File: config.mk
export PLATFORM = sky130hd
export DESIGN_NAME = fillrect
export DESIGN_NICKNAME = d
export VERILOG_FILES = /design/src/rtl/fillrect_pkg.sv /design/src/rtl/fillrect_rect_clip.sv /design/src/rtl/fillrect.sv
export SDC_FILE = /design/constraint.sdc
export NUM_CORES = 1
export LEC_CHECK = 0
export CORE_AREA = 10 10 119 121
export DETAILED_ROUTE_END_ITERATION = 8
export DIE_AREA = 0 0 129 131
export GPL_ROUTABILITY_DRIVEN = 0
export MAX_ROUTING_LAYER = met4
export PLACE_DENSITY_LB_ADDON = 0.25
export SLEW_MARGIN = 15
export SYNTH_ARGS = -nofsm -noshare
export SYNTH_HDL_FRONTEND = slang
export SYNTH_SLANG_ARGS = --single-unit
File: constraint.sdc
create_clock -name clk -period 7.5 [get_ports clk]
set_input_delay 0.75 -clock clk [delete_from_list [all_inputs] [get_ports clk]]
set_output_delay 0.75 -clock clk [all_outputs]
set_load 0.1 [all_outputs]
File: src/rtl/fillrect_pkg.sv
// Shared types and default screen geometry for the rectangle fill engine.
package fill_pkg;

    typedef enum logic [1:0] {
        SOLID    = 2'd0,
        STRIPE_X = 2'd1,
        STRIPE_Y = 2'd2,
        RSVD     = 2'd3
    } fill_mode_t;

    typedef enum logic [1:0] {
        IDLE  = 2'd0,
        SETUP = 2'd1,
        FILL  = 2'd2,
        DONE  = 2'd3
    } fill_state_t;

    localparam int SCREEN_W_DEF = 160;
    localparam int SCREEN_H_DEF = 120;

endpackage

File: src/rtl/fillrect_rect_clip.sv
// Combinational corner normalisation and screen clipping for one rectangle.
module rect_clip #(
    parameter int SCREEN_W = 160,
    parameter int SCREEN_H = 120,
    parameter int X_W      = 8,
    parameter int Y_W      = 7
) (
    input  logic [X_W-1:0] x0,
    input  logic [Y_W-1:0] y0,
    input  logic [X_W-1:0] x1,
    input  logic [Y_W-1:0] y1,
    output logic [X_W-1:0] xl,
    output logic [X_W-1:0] xh,
    output logic [Y_W-1:0] yl,
    output logic [Y_W-1:0] yh,
    output logic           empty
);

    localparam logic [X_W-1:0] X_MAX = X_W'(SCREEN_W - 1);
    localparam logic [Y_W-1:0] Y_MAX = Y_W'(SCREEN_H - 1);

    logic [X_W-1:0] hi_x;
    logic [Y_W-1:0] hi_y;

    assign xl   = (x0 < x1) ? x0 : x1;
    assign hi_x = (x0 < x1) ? x1 : x0;
    assign yl   = (y0 < y1) ? y0 : y1;
    assign hi_y = (y0 < y1) ? y1 : y0;

    // Only the far edge is clamped; a near edge past the screen means nothing is visible.
    assign xh    = (hi_x > X_MAX) ? X_MAX : hi_x;
    assign yh    = (hi_y > Y_MAX) ? Y_MAX : hi_y;
    assign empty = (xl > X_MAX) || (yl > Y_MAX);

endmodule

File: src/rtl/fillrect.sv
// Rectangle fill engine: paints a clipped, normalised rectangle into the VGA
// adapter one pixel per clock, column-major, in one of three colour modes.
module fillrect
    import fill_pkg::*;
#(
    parameter int SCREEN_W = SCREEN_W_DEF,
    parameter int SCREEN_H = SCREEN_H_DEF,
    parameter int X_W      = 8,
    parameter int Y_W      = 7,
    parameter int COLOUR_W = 3
) (
    input  logic                clk,
    input  logic                rst,
    input  logic                start,
    input  logic [X_W-1:0]      x0,
    input  logic [Y_W-1:0]      y0,
    input  logic [X_W-1:0]      x1,
    input  logic [Y_W-1:0]      y1,
    input  logic [COLOUR_W-1:0] colour,
    input  logic [1:0]          mode,
    output logic                busy,
    output logic                done,
    output logic [X_W-1:0]      vga_x,
    output logic [Y_W-1:0]      vga_y,
    output logic [COLOUR_W-1:0] vga_colour,
    output logic                vga_plot
);

    // Handshake: start is a level held by the controller; it is sampled only in
    // IDLE, done stays high until start is seen low, so a held start never re-fires.

    fill_state_t         state;
    fill_mode_t          mode_r;
    logic [X_W-1:0]      ax, bx, xl, xh, cx;
    logic [Y_W-1:0]      ay, by, yl, yh, cy;
    logic [COLOUR_W-1:0] colour_r;

    logic [X_W-1:0]      c_xl, c_xh;
    logic [Y_W-1:0]      c_yl, c_yh;
    logic                c_empty;
    logic [COLOUR_W-1:0] pix_colour;

    rect_clip #(
        .SCREEN_W (SCREEN_W),
        .SCREEN_H (SCREEN_H),
        .X_W      (X_W),
        .Y_W      (Y_W)
    ) u_clip (
        .x0    (ax),
        .y0    (ay),
        .x1    (bx),
        .y1    (by),
        .xl    (c_xl),
        .xh    (c_xh),
        .yl    (c_yl),
        .yh    (c_yh),
        .empty (c_empty)
    );

    always_comb begin
        pix_colour = colour_r;
        case (mode_r)
            STRIPE_X: pix_colour = COLOUR_W'(cx);
            STRIPE_Y: pix_colour = COLOUR_W'(cy);
            default:  pix_colour = colour_r;
        endcase
    end

    always_ff @(posedge clk or posedge rst) begin
        if (rst) begin
            state      <= IDLE;
            mode_r     <= SOLID;
            ax         <= '0;
            bx         <= '0;
            ay         <= '0;
            by         <= '0;
            colour_r   <= '0;
            xl         <= '0;
            xh         <= '0;
            yl         <= '0;
            yh         <= '0;
            cx         <= '0;
            cy         <= '0;
            busy       <= 1'b0;
            done       <= 1'b0;
            vga_x      <= '0;
            vga_y      <= '0;
            vga_colour <= '0;
            vga_plot   <= 1'b0;
        end else begin
            case (state)
                IDLE: begin
                    if (start) begin
                        ax       <= x0;
                        ay       <= y0;
                        bx       <= x1;
                        by       <= y1;
                        colour_r <= colour;
                        mode_r   <= fill_mode_t'(mode);
                        busy     <= 1'b1;
                        state    <= SETUP;
                    end
                end
                SETUP: begin
                    if (c_empty) begin
                        vga_x      <= '0;
                        vga_y      <= '0;
                        vga_colour <= '0;
                        state      <= DONE;
                    end else begin
                        xl    <= c_xl;
                        xh    <= c_xh;
                        yl    <= c_yl;
                        yh    <= c_yh;
                        cx    <= c_xl;
                        cy    <= c_yl;
                        state <= FILL;
                    end
                end
                FILL: begin
                    vga_plot   <= 1'b1;
                    vga_x      <= cx;
                    vga_y      <= cy;
                    vga_colour <= pix_colour;
                    if (cx == xh && cy == yh) begin
                        state <= DONE;
                    end else if (cy < yh) begin
                        cy <= cy + 1'b1;
                    end else begin
                        cy <= yl;
                        cx <= cx + 1'b1;
                    end
                end
                DONE: begin
                    // First DONE cycle retires the last plot; done then waits for start low.
                    vga_plot <= 1'b0;
                    if (!done) begin
                        done <= 1'b1;
                        busy <= 1'b0;
                    end else if (!start) begin
                        done  <= 1'b0;
                        state <= IDLE;
                    end
                end
                default: state <= IDLE;
            endcase
        end
    end

endmodule

==> flow_summary.json, run 1 <==
{
  "start_util_pct": 44.3,
  "area_delta_synth_final_pct": 18.9,
  "place_hpwl_um": 9130,
  "synth_fa_ha_area_share_pct": 6.70,
  "finalMaxSlewViolations": 0,
  "hold_viol": 0,
  "crit_family": "simple AND/OR/NAND/NOR gates",
  "synth_cell_types": 58,
  "grt_pass1_wl_um": 20900,
  "netlist_instances": 490,
  "synth_top_family_by_area": "compound AO/OA/AOI/OAI gates",
  "finalCoreUtilization_pct": 52.7,
  "path_buf_inv": 1,
  "critPathKind": "register to register",
  "ctsResizeCount": 0,
  "setup_viol": 0,
  "synth_top_area_share_pct": 45.4,
  "die_w_um": 129,
  "yosysTopAreaCell": "dfrtp_1",
  "io_buffers": 58,
  "synth_compound_area_share_pct": 16.9,
  "cts_setup_buffers": 0,
  "grt_usage_pct": 15.9,
  "wl_um": 12600,
  "outcome": "complete, no violations",
  "hold_path.class": "register to register",
  "vias_per_cell": 5.72,
  "die_h_um": 131,
  "core-area_um2": 11800,
  "drive_above_1_share_pct": 13.4,
  "crit_path_max_fanout": 34,
  "regArea_um2": 2380,
  "critPathMaxStageDelay_ps": 500,
  "tritoncts": "built",
  "slew_headroom_pct": 33.9,
  "nNetsFinal": 605,
  "cts_buffer_depth": 2,
  "cts_root_buf": "clkbuf_16",
  "fin_crit_ps": 3150,
  "tns_ps": 0,
  "grt_overflow": 0,
  "fillCellCount": 1051,
  "finalClockSkew_ps": 8.75,
  "max_cap_violations": 0,
  "dr.pass1.iters": 4,
  "post-route-period-util_pct": 42.0,
  "vias": 3949,
  "drt_iter0_markers": 385,
  "crit_arrival_ps": 3380,
  "rsz0062_at_grt": "no",
  "yosys_warnings": 0,
  "synth_xor_area_share_pct": 2.18,
  "synth_ff_type": "dfrtp_1",
  "crit_chain": "inv_1 > ha_1 > a21o_1 > a21oi_1 > o211ai_1 > and4bb_2 > nand3_4 > and2_1 > a22o_1",
  "antenna_found_initial": 0,
  "setup.worst_path.start_class": "register",
  "critical-path-slowest-cell": "and2_1",
  "synthArstFlopShare_pct": 100,
  "ys_top_cells_by_area": "dfrtp_1, mux2_2, ha_1, mux2i_1, o21ai_0",
  "cts_made_buffers": 9,
  "cp-end-kind": "register",
  "grt_pass1_vias": 4060,
  "clk_pin_slew_worst_paths_ps": 60,
  "reg2reg_slack_ps": 4350,
  "io_pins": 59,
  "drc": 0,
  "htreeDepth": 3,
  "synth.avg_cell_area_um2": 10.7,
  "synthesis.area_um2": 5230,
  "cts.sinks": 95,
  "num_rows": 40,
  "die-area_um2": 16900,
  "fmax_mhz": 317,
  "clk_latency_ps": 340,
  "grt_max_degree": 61,
  "synth_mux_area_share_pct": 14.3,
  "ys_ff_latch": 95,
  "cp.required_ps": 7730,
  "multi_input_comb_area_um2": 2650,
  "synth-simple-area-share_pct": 10.3,
  "synth_edf_count": 0,
  "syn_nets": 556,
  "tightest_slew_ps": 991,
  "ys_seq_area_share_pct": 45.4,
  "hold_buffers": 0,
  "ant_nets": 0,
  "post_drt_wl_per_cell_um": 18.2,
  "antennaDiodeCount": 0
}
==> registers in the layout (all words and copies together), names as in the netlist <==
name / cells
vga_x: 8
colour_r: 3
vga_colour: 3
by: 7
mode_r: 2
xh: 8
vga_y: 7
done: 1
ay: 7
yh: 7
cx: 8
busy: 1
bx: 8
state: 2
vga_plot: 1
cy: 7
ax: 8
yl: 7
==> final timing paths <==
| kind | startpoint | depth (start not counted) | to |
|---|---|---|---|
| worst max-delay path | by[4] | 9 | vga_x[3] |
| worst min-delay path | yl[2] | 2 | yl[2] |
| worst max register to register | by[4] | 9 | vga_x[3] |
| worst min register to register | yl[2] | 2 | yl[2] |
| max in group asynchronous | rst | 3 | vga_x[4] |
| min in group asynchronous | rst | 2 | mode_r[0] |
==> metrics by stage <==
stage                     instances  hold slack (ps)  area [um2]  setup WS [ps]
after floorplan                 490              445        5230           4270
after global placement          675              464        5910           4450
after detailed placement        675              465        5910           4410
final                           690              477        6220           4350
after global routing            690              511        6220           4100
after CTS                       690              479        6210           4420
==> tightest hold or removal path, cell delays in order, from the launching register on <==
cell     delay, ps
dfrtp_1        330
nand2_1         50
o21ai_0         60
==> per-layer routing <==
metal  global-route usage (%)  share of wire [%]
met1                     21.5                 49
met2                     23.6                 45
met3                     2.74                4.9
met4                     5.75                1.5
met5                        -                  0
==> synthesized netlist by cell type, types with 3 or more instances <==
cell	instances
a22oi_1	4
xor2_1	10
clkbuf_1	13
nor2_1	24
and4_1	3
ha_1	28
nand3_1	10
a211oi_1	4
a2bb2oi_1	5
mux2_2	46
mux2i_1	23
nor2b_1	3
nand4_1	3
a21oi_1	16
a22o_1	18
o22ai_1	4
o21ai_0	32
xnor2_1	3
a21o_1	4
nand2b_1	5
o21a_1	7
inv_1	31
a221o_1	3
dfrtp_1	95
o211ai_1	7
buf_2	6
nand2_1	42
==> layout by cell type, fill, tap and decap left out, types with 5 or more instances in the layout <==
cell type / Yosys / routed
inv_1: 31 / 30
nor2_1: 24 / 24
xor2_1: 10 / 10
a2bb2oi_1: 5 / 5
mux2_2: 46 / 46
o21ai_0: 32 / 32
clkdlybuf4s50_1: 0 / 58
o211ai_1: 7 / 7
nand3_1: 10 / 10
ha_1: 28 / 28
nand2b_1: 5 / 5
nand2_1: 42 / 42
dfrtp_1: 95 / 95
mux2i_1: 23 / 23
a22o_1: 18 / 18
o21a_1: 7 / 7
clkbuf_16: 0 / 9
a21oi_1: 16 / 16
==> cell type report <==
type / count / area share, %
clock inverters: 5 / 0.945
multi-input cells: 342 / 42.6
clock buffers: 10 / 3.84
flip-flops and latches: 95 / 38.2
well taps: 147 / 2.96
inverters: 31 / 1.89
repair buffers: 60 / 9.58
==> cells by family (layout without fill, tap and decap cells) <==
group,after synthesis,count (layout)
AOI/OAI and AO/OA,124,124
and+or+nand+nor,108,108
DFF,95,95
muxes,69,69
buffers and inverters,53,106
adders and majority gates,28,28
xor gates and xnor gates,13,13
Power of run 1 is not shown: default switching activity piles up to over one toggle a cycle in this logic, so the estimate is an artifact.
==> run 2, diff against run 1 <==
==> constraint.sdc (replaced) <==
create_clock -name clk -period 2.6 [get_ports clk]
set_input_delay 0.26 -clock clk [delete_from_list [all_inputs] [get_ports clk]]
set_output_delay 0.26 -clock clk [all_outputs]
set_load 0.1 [all_outputs]
==> run 2 against run 1 <==
Against the previous run: clock-buffer cell count is 2 higher; non-clock buffer count up 39; setup slack worse by 4300 ps; global-route usage fell by 0.36 points; first-iteration DRC count is 22% lower; worst hold slack lost 200 ps; via count grew 1.6%; maximum frequency increased by 25%; die area stayed put; register-to-register slack got worse by 4300 ps.
==> flow_summary.json, run 2 (synthesis gave the netlist of run 1 again) <==
{
  "critPathMaxStageDelay_ps": 410,
  "crit_path_max_fanout": 7,
  "drc": 0,
  "ant_nets": 0,
  "fillCellCount": 1057,
  "grt_pass1_vias": 3925,
  "antenna_found_initial": 0,
  "tns_ps": 0,
  "cts_made_buffers": 9,
  "post_drt_wl_per_cell_um": 16.9,
  "critical-path-slowest-cell": "dfrtp_1",
  "final_common_cell": "dfrtp_1",
  "critPathKind": "register to register",
  "finalCoreUtilization_pct": 55.3,
  "fmax_mhz": 397,
  "hold_viol": 0,
  "grt_pass1_wl_um": 20400,
  "cts_buffer_depth": 2,
  "vias": 4011,
  "die_h_um": 131,
  "die-area_um2": 16900,
  "start_util_pct": 44.3,
  "tritoncts": "built",
  "io_pins": 59,
  "clk_latency_ps": 350,
  "setup_ws_ps": 79.5,
  "io_buffers": 58,
  "cts.sinks": 95,
  "regArea_um2": 2380,
  "drt_iter0_markers": 300,
  "die_w_um": 129,
  "finalMaxSlewViolations": 0,
  "post-route-period-util_pct": 96.9,
  "grt_max_degree": 55,
  "place_ws_ps": -1.31,
  "cp.required_ps": 2830,
  "clk_pin_slew_worst_paths_ps": 70,
  "outcome": "complete, no violations",
  "crit_chain": "ha_1 > a2111oi_4 > nor3b_1 > and4bb_2 > a21o_2 > nand2_1 > a221o_1",
  "grt_usage_pct": 15.5,
  "htreeDepth": 3,
  "place_hpwl_um": 9470,
  "rsz0062_at_grt": "yes",
  "drive_above_1_share_pct": 24.5,
  "dr.pass1.iters": 4,
  "max_cap_violations": 0,
  "crit_arrival_ps": 2750,
  "slew_headroom_pct": 52.8,
  "wl_um": 12300,
  "multi_input_comb_area_um2": 2680,
  "hold_path.class": "primary input to asynchronous set/reset pin",
  "nNetsFinal": 644,
  "cts_root_buf": "clkbuf_16",
  "tightest_slew_ps": 708,
  "final_cell_mix": "dfrtp_1, buf_4, mux2_2, nand2_1, clkdlybuf4s50_1",
  "fin_crit_ps": 2520,
  "setup_viol": 0,
  "vias_per_cell": 5.49,
  "setup.worst_path.start_class": "register",
  "antennaDiodeCount": 0,
  "grt_overflow": 0,
  "finalClockSkew_ps": 9.10,
  "cp-end-kind": "register",
  "core-area_um2": 11800,
  "cts_setup_buffers": 0,
  "area_delta_synth_final_pct": 24.9,
  "num_rows": 40
}
==> run 2: final timing paths <==
kind,endpoint,startpoint,cells after the start,slack [ps]
setup / recovery,cx[5],ax[1],7,80
hold / removal,vga_y[5],rst,2,280
setup reg to reg,cx[5],ax[1],7,80
hold reg to reg,yh[4],yh[4],2,480
max in group asynchronous,yh[3],rst,3,1680
min in group clk,yh[4],yh[4],2,480
==> run 2: worst max-delay path, delay by kind of cell (launching register included) <==
kind	cells	cell delay (ps)
AOI/OAI and AO/OA	3	1000
and+or+nand+nor	3	650
DFF	1	410
adders and majority gates	1	330
==> run 2: layout make-up <==
cell class,count,share of cell area [%]
clock buffer,12,3.92
clock inverter,4,0.823
inverter,31,1.84
sequential,95,36.4
multi-input combinational,342,41.1
timing repair buffer,99,13.2
tap,147,2.81
==> run 2: metrics by stage <==
step	hold WS (ps)	instance area, um2	cells
after floorplan	404	5240	490
after global placement	464	6180	714
after detailed placement	472	6180	714
after CTS	295	6490	730
after global routing	333	6540	730
final	280	6540	730
==> run 2: timing repair <==
action	4_1_cts	5_1_grt
hold buffers	0	0
gates resized for setup	2	12
endpoints found under the setup margin	6	33
==> run 2: layer usage <==
metal,up-vias,part of all wire (%),global-route usage (%)
li1,1966,-,-
met1,1936,51,21.7
met2,95,43,21.8
met3,14,4.7,2.90
met4,0,1.7,5.95
met5,-,0,-
Power of run 2 is left out for the same reason.
